## src/rtl/apb_spi_slave.sv

```systemverilog
// SPI mode-0 slave (MSB first) oversampled in the APB clock domain.
// Single-entry RX/TX holding registers with sticky status flags, reached through a zero-wait APB register file.
module apb_spi_slave #(
  parameter int WORD_W = 32
) (
  input  logic        pclk_i,
  input  logic        prstn_i,
  input  logic [31:0] paddr_i,
  input  logic        pwrite_i,
  input  logic        psel_i,
  input  logic        penable_i,
  input  logic [31:0] pwdata_i,
  output logic [31:0] prdata_o,
  output logic        pready_o,
  input  logic        sck_i,
  input  logic        nss_i,
  input  logic        mosi_i,
  output logic        miso_o,
  output logic        miso_oe_o
);

  localparam int CNT_W = $clog2(WORD_W + 1);

  logic              sck_p0, sck_p1, sck_p2;
  logic              nss_p0, nss_p1, nss_p2;
  logic              mosi_p0, mosi_p1;
  logic              sck_rise, sck_fall, nss_rise, nss_fall, active;
  logic [CNT_W-1:0]  bit_cnt;
  logic [WORD_W-1:0] rx_shift, rx_hold, rx_word, tx_hold, tx_shift;
  logic              rx_valid, tx_full, rx_overrun, tx_underrun, reload;
  logic              access, wr_tx, wr_stat, rd_rx;
  logic              word_done, load_tx, shift_tx;
  logic [1:0]        reg_sel;
  logic              unused;

  assign unused    = ^{paddr_i[31:4], paddr_i[1:0], pwdata_i};
  assign pready_o  = 1'b1;
  assign miso_o    = tx_shift[WORD_W-1];
  assign miso_oe_o = ~nss_p1;

  assign reg_sel = paddr_i[3:2];
  assign access  = psel_i & penable_i;
  assign wr_tx   = access & pwrite_i & (reg_sel == 2'd0);
  assign rd_rx   = access & ~pwrite_i & (reg_sel == 2'd1);
  assign wr_stat = access & pwrite_i & (reg_sel == 2'd2);

  assign sck_rise = sck_p1 & ~sck_p2;
  assign sck_fall = ~sck_p1 & sck_p2;
  assign nss_rise = nss_p1 & ~nss_p2;
  assign nss_fall = ~nss_p1 & nss_p2;
  assign active   = ~nss_p1;

  assign rx_word   = {rx_shift[WORD_W-2:0], mosi_p1};
  assign word_done = sck_rise & active & (bit_cnt == CNT_W'(WORD_W - 1));
  // A frame end driven together with the last sck fall deasserts active, so no trailing reload happens.
  assign load_tx   = nss_fall | (sck_fall & active & reload);
  assign shift_tx  = sck_fall & active & ~reload & (bit_cnt != '0);

  // Stage p0/p1: metastability filter; p2: previous value for edge detection
  always_ff @(posedge pclk_i or negedge prstn_i) begin
    if (!prstn_i) begin
      sck_p0  <= 1'b0;
      sck_p1  <= 1'b0;
      sck_p2  <= 1'b0;
      nss_p0  <= 1'b1;
      nss_p1  <= 1'b1;
      nss_p2  <= 1'b1;
      mosi_p0 <= 1'b0;
      mosi_p1 <= 1'b0;
    end else begin
      sck_p0  <= sck_i;
      sck_p1  <= sck_p0;
      sck_p2  <= sck_p1;
      nss_p0  <= nss_i;
      nss_p1  <= nss_p0;
      nss_p2  <= nss_p1;
      mosi_p0 <= mosi_i;
      mosi_p1 <= mosi_p0;
    end
  end

  always_ff @(posedge pclk_i or negedge prstn_i) begin
    if (!prstn_i) begin
      bit_cnt  <= '0;
      reload   <= 1'b0;
      rx_shift <= '0;
    end else if (nss_rise) begin
      bit_cnt <= '0;
      reload  <= 1'b0;
    end else if (nss_fall) begin
      bit_cnt <= '0;
    end else if (sck_rise && active) begin
      rx_shift <= rx_word;
      if (word_done) begin
        bit_cnt <= '0;
        reload  <= 1'b1;
      end else begin
        bit_cnt <= bit_cnt + CNT_W'(1);
      end
    end else if (sck_fall && active && reload) begin
      reload <= 1'b0;
    end
  end

  // A load consumes the old tx_hold; a concurrent write then refills it.
  always_ff @(posedge pclk_i or negedge prstn_i) begin
    if (!prstn_i) begin
      tx_hold     <= '0;
      tx_shift    <= '0;
      tx_full     <= 1'b0;
      tx_underrun <= 1'b0;
    end else begin
      if (load_tx)       tx_shift <= tx_full ? tx_hold : '0;
      else if (shift_tx) tx_shift <= {tx_shift[WORD_W-2:0], 1'b0};

      if (wr_tx)        tx_hold <= pwdata_i[WORD_W-1:0];

      if (wr_tx)        tx_full <= 1'b1;
      else if (load_tx) tx_full <= 1'b0;

      if (load_tx && !tx_full)        tx_underrun <= 1'b1;
      else if (wr_stat && pwdata_i[3]) tx_underrun <= 1'b0;
    end
  end

  always_ff @(posedge pclk_i or negedge prstn_i) begin
    if (!prstn_i) begin
      rx_hold    <= '0;
      rx_valid   <= 1'b0;
      rx_overrun <= 1'b0;
    end else begin
      if (word_done && (!rx_valid || rd_rx)) rx_hold <= rx_word;

      if (word_done)  rx_valid <= 1'b1;
      else if (rd_rx) rx_valid <= 1'b0;

      if (word_done && rx_valid && !rd_rx) rx_overrun <= 1'b1;
      else if (wr_stat && pwdata_i[2])     rx_overrun <= 1'b0;
    end
  end

  always_comb begin
    prdata_o = '0;
    if (psel_i && !pwrite_i) begin
      case (reg_sel)
        2'd1:    prdata_o[WORD_W-1:0] = rx_hold;
        2'd2:    prdata_o[4:0] = {~nss_p1, tx_underrun, rx_overrun, tx_full, rx_valid};
        default: prdata_o = '0;
      endcase
    end
  end

endmodule

```

## config.mk

```make
export PLATFORM = sky130hd
export DESIGN_NAME = apb_spi_slave
export DESIGN_NICKNAME = d
export VERILOG_FILES = /design/src/rtl/apb_spi_slave.sv
export SDC_FILE = /design/constraint.sdc
export NUM_CORES = 1
export LEC_CHECK = 0
export BUFFER_PORTS_ARGS = -buffer_cell sky130_fd_sc_hd__buf_2
export CAP_MARGIN = 40
export CORE_MARGIN = 2
export CORE_UTILIZATION = 40
export DETAILED_ROUTE_END_ITERATION = 8
export PLACE_DENSITY = 0.6
export SETUP_SLACK_MARGIN = 0.4
export SLEW_MARGIN = 25
export SYNTH_ARGS = -nofsm -noshare
export SYNTH_HDL_FRONTEND = slang
export SYNTH_SLANG_ARGS = --single-unit
```

## constraint.sdc

```tcl
create_clock -name pclk_i -period 2.4 [get_ports pclk_i]
set_clock_uncertainty 0.1 [all_clocks]
set_input_delay 0.24 -clock pclk_i [delete_from_list [all_inputs] [get_ports pclk_i]]
set_output_delay 0.24 -clock pclk_i [all_outputs]
set_load 0.02 [all_outputs]
```

==> results summary <==
The flow ran to the end, and the final reports show no timing, DRC or antenna violations. In this run the worst hold path is classified as primary input to flop. The via count of the first global-routing pass came out at 4,132. The internal power of the cells is between 0.004 and 0.005 W. The setup violation total in the final timing report is 0. For the worst setup path, the data arrival time is 2.51 ns. The maximum clock frequency came out at 434 MHz. For this block, the routed nets add up to ~13 mm of wire.

The number of optimization iterations in the first detailed-route pass is 5. The number of buffers inserted by port buffering is 75. In the global route stage, overall resource usage came out at 0.169.

The cell count after synthesis came out at roughly 480. The number of placed cells counting well taps came out at 732. The count of H-tree levels built during CTS is 4.

The count of vias placed by the detailed router came out at slightly above 4,000. The leakage power is roughly 4.0 nW. The filler cells instantiated in the layout total 1,293.

The worst setup path is captured at a flop. The measured slew at the worst slew-check pin came out at 0.576 ns. The worst hold path terminates at rx_valid$_DFFE_PN0P_. The buffer depth of the longest clock path is 2. For this run the aggregate overflow at the end of global routing stands at 0.

The peak supply drop is 0.576 mV. The setup path with the least slack is of type flop to flop. Summed over all failing endpoints, the final setup total negative slack is 0 ns. The routed wire length per instance is 15.8 µm.

The initial utilization of the core area, before any placement, comes to 0.403. The weighted congestion reported at the end of routability-driven placement is roughly 0.74. The startpoint class of the critical path is a flop. The floorplan has 45 rows. The number of antenna violations at the first check in global routing is 0.

For the worst setup path, the data required time is ~2.6 ns. The number of top-level design ports is 107. The clock slew seen by the registers of the worst setup and hold paths came out at 0.06 ns. Entering global routing, the biggest net connects 62 pins. The distinct cell type count of the synthesized netlist is 42.

The hold violation total from the final report is 0. The count of cells in the finished layout, fillers not included, comes to roughly 820. By area the synthesized netlist is led by dfrtp_1, mux2_2, nand2_1. The core region area came out at 0.0150 mm². The TritonCTS sink count came out at ~150. The sequential group share of total power is 0.469. The average via count per standard cell is 4.96. The worst register-to-register path ends at rx_hold[30]$_DFFE_PN0P_. The share of total power dissipated in combinational logic is 0.117. For this run, the register share of the synthesized area comes to 0.603.

After synthesis the netlist holds a flip-flop and latch count of 146. The setup slack of the worst register-to-register path came out at between 0.09 and 0.1 ns. The switching power total is between 0.0015 and 0.002 W. The worst hold path begins at penable_i.

For this run, the number of Yosys warnings is 0. TritonCTS built the clock tree. The critical path's slowest cell is or4b_4. Among cell families on the critical path, the largest total delay comes from simple AND/OR/NAND/NOR gates. The net count after synthesis came out at 556. The cell taking the most area after synthesis is dfrtp_1.

The final count of pins violating max slew came to 0. Once routing completed, OpenROAD measured the worst setup slack at 0.0950 ns. The number of antenna diodes in the final layout is 0. The number of max-cap violations came out at 0. The switching fraction of total power came out at 0.261. The mean post-synth cell area is 12.7 µm². The clock reaches the later pin of the worst-skew pair after 0.42 ns.

In the synthesized netlist the dominant register cell turns out to be dfrtp_1. Measured on the finished design, the core utilization comes to 0.532. The stage delay of the slowest cell on the critical path came out at 0.53 ns. The largest fanout on the critical path came out at 14. The cell depth of the worst hold path is 4. The mapped netlist covers 0.00606 mm². The detailed router finished its first iteration with 224 violations. The count of flip-flops with a built-in enable after synthesis came out at 0. The full die area came out at between 0.015 and 0.02 mm². The signal on the critical path passes through or3b_4, or4b_4, a21oi_4, buf_4, buf_12, mux2_2. The worst hold slack came out at 0.110 ns.

The logic depth of the worst register-to-register path came out at 6. Power spread over the standard cell area amounts to 776 mW/mm². The total half-perimeter wirelength after legalization and detailed placement came out at 7.60 mm. The overall die height is 127 µm. The layout-stage area growth over the synthesis result came out at 31.9%. Before CTS, the worst setup slack after placement is approximately 0.078 ns. The root buffer cell chosen for the clock tree is clkbuf_16. The critical register-to-register path startpoint is sck_p2$_DFF_PN0_. The share of final-layout standard cells stronger than drive strength 1 came out at 0.412. The horizontal die dimension came out at about 130 µm. Counting both buffers and inverters, the worst setup path holds a total of 2.

The post-layout minimum cycle time is roughly 2.3 ns. In the finished design, the share of the clock period the worst path needs comes to 0.960. The count of antenna-violating nets left after detailed routing came out at 0.

The remaining routing DRC violations came out at 0. The share of synthesized area in the top cell type comes to 0.590. Setup repair after global routing could not meet its margin everywhere.

The first-pass GRT wire length is 21.2 mm. The async set-or-reset flop fraction in the synthesized netlist came out at 1.00. The final net count is 697. The number of buffers created by CTS came out at 17.

The worst max-slew margin expressed relative to the limit came out at 0.616. The fraction of power consumed by the clock network is 0.414.
-- registers in the layout, indices dropped and copies added, names as in the netlist, 6 cells and up --
register  flops
bit_cnt       6
tx_hold      32
tx_shift     32
rx_hold      32
rx_shift     31
-- Yosys cell counts, drive strengths merged, types with 2 or more instances --
cell type	n
ha	7
a21oi	4
a22oi	35
or4b	2
inv	9
mux2	95
or4	2
clkbuf	17
and2	30
nand2	76
o21ai	8
dfstp	3
dfrtp	143
nand2b	4
o31ai	2
or2	2
nor2	11
buf	7
nand3	2
-- worst min-delay path, cell delays in order --
cell and delay [ns]:
buf_2 0.10, nand2_1 0.09, nand2_1 0.10, nand2_1 0.05
-- worst max-delay path by stage --
stage | from | endpoint | slack [ns] | cells after the start
after floorplan | sck_p2$_DFF_PN0_ | rx_hold[10]$_DFFE_PN0P_ | 0.21 | 5
after global placement | sck_p2$_DFF_PN0_ | rx_hold[15]$_DFFE_PN0P_ | 0.11 | 5
after detailed placement | sck_p2$_DFF_PN0_ | rx_hold[15]$_DFFE_PN0P_ | 0.08 | 5
after CTS | sck_p2$_DFF_PN0_ | rx_hold[30]$_DFFE_PN0P_ | 0.11 | 6
after global routing | sck_p2$_DFF_PN0_ | rx_hold[20]$_DFFE_PN0P_ | 0.03 | 6
final | sck_p2$_DFF_PN0_ | rx_hold[30]$_DFFE_PN0P_ | 0.09 | 6
-- power by group through the flow --
stage / clock (W) / sequential [W] / combinational, W
floorplan: 0 / 0.00290 / 0.000394
global placement: 0 / 0.00294 / 0.000543
detailed placement: 0 / 0.00295 / 0.000569
CTS: 0.00264 / 0.00291 / 0.000709
global route: 0.00275 / 0.00294 / 0.000808
finish: 0.00257 / 0.00291 / 0.000726
-- layout by cell type, fill, tap and decap left out, types with 2 or more instances in the layout --
cell             n
a21oi_1          2
a22oi_1         35
and2_1          29
buf_12           6
buf_16           3
buf_2           74
buf_4           20
buf_6            6
clkbuf_16       18
clkinv_4         3
clkinvlp_4       3
dfrtp_1        143
dfstp_2          3
dlygate4sd3_1   36
ha_1             5
inv_1            8
inv_6            6
mux2_2          94
nand2_1         70
nand2_2          6
nand2b_1         4
nand3_1          2
nor2_1          10
o21ai_0          8
o31ai_1          2
or4b_4           2
-- per-layer routing --
| layer | part of all wire | vias up | GRT usage |
|---|---|---|---|
| li1 | - | 1938 | - |
| met4 | 0.013 | 0 | 0.0640 |
| met3 | 0.037 | 10 | 0.0440 |
| met2 | 0.49 | 67 | 0.272 |
| met5 | 0 | - | 0 |
| met1 | 0.46 | 2047 | 0.223 |
-- cell families (layout without fill, tap and decap cells) --
group	count (synthesis)	in the layout	synth area share
buffers and inverters	33	187	0.0254
multiplexers	95	95	0.176
flip-flops	146	146	0.603
adder cells (fa/ha/maj)	7	7	0.0144
AO/OA/AOI/OAI	56	56	0.0673
AND/OR/NAND/NOR	139	139	0.113
other	1	1	0.000618
-- metrics by stage --
stage	cell area (µm²)	power, W
2_1_floorplan	6110	0.00330
3_3_place_gp	6780	0.00349
3_5_place_dp	6780	0.00352
4_1_cts	7930	0.00626
5_1_grt	8000	0.00650
6_report	8000	0.00621
-- final cells by class --
type                            instances  area (µm²)  area share
Clock buffer                           17         425      0.0532
Tap cell                              188         235      0.0294
Inverter                                9        36.3     0.00454
Clock inverter                         15         148      0.0185
Sequential cell                       146        3660       0.457
Multi-Input combinational cell        298        2320       0.290
Timing Repair Buffer                  146        1180       0.147
-- what timing repair did --
| item | in CTS | in global routing |
|---|---|---|
| pin swaps | 14 | 2 |
| endpoints found under the hold margin | 91 | 0 |
| buffers inserted | 12 | 3 |
| hold buffers | 36 | 0 |
| cloned | 3 | 1 |
| resized for setup | 16 | 8 |
| endpoints found under the setup margin | 65 | 104 |
Note: power is estimated with default switching activity, not from simulation.
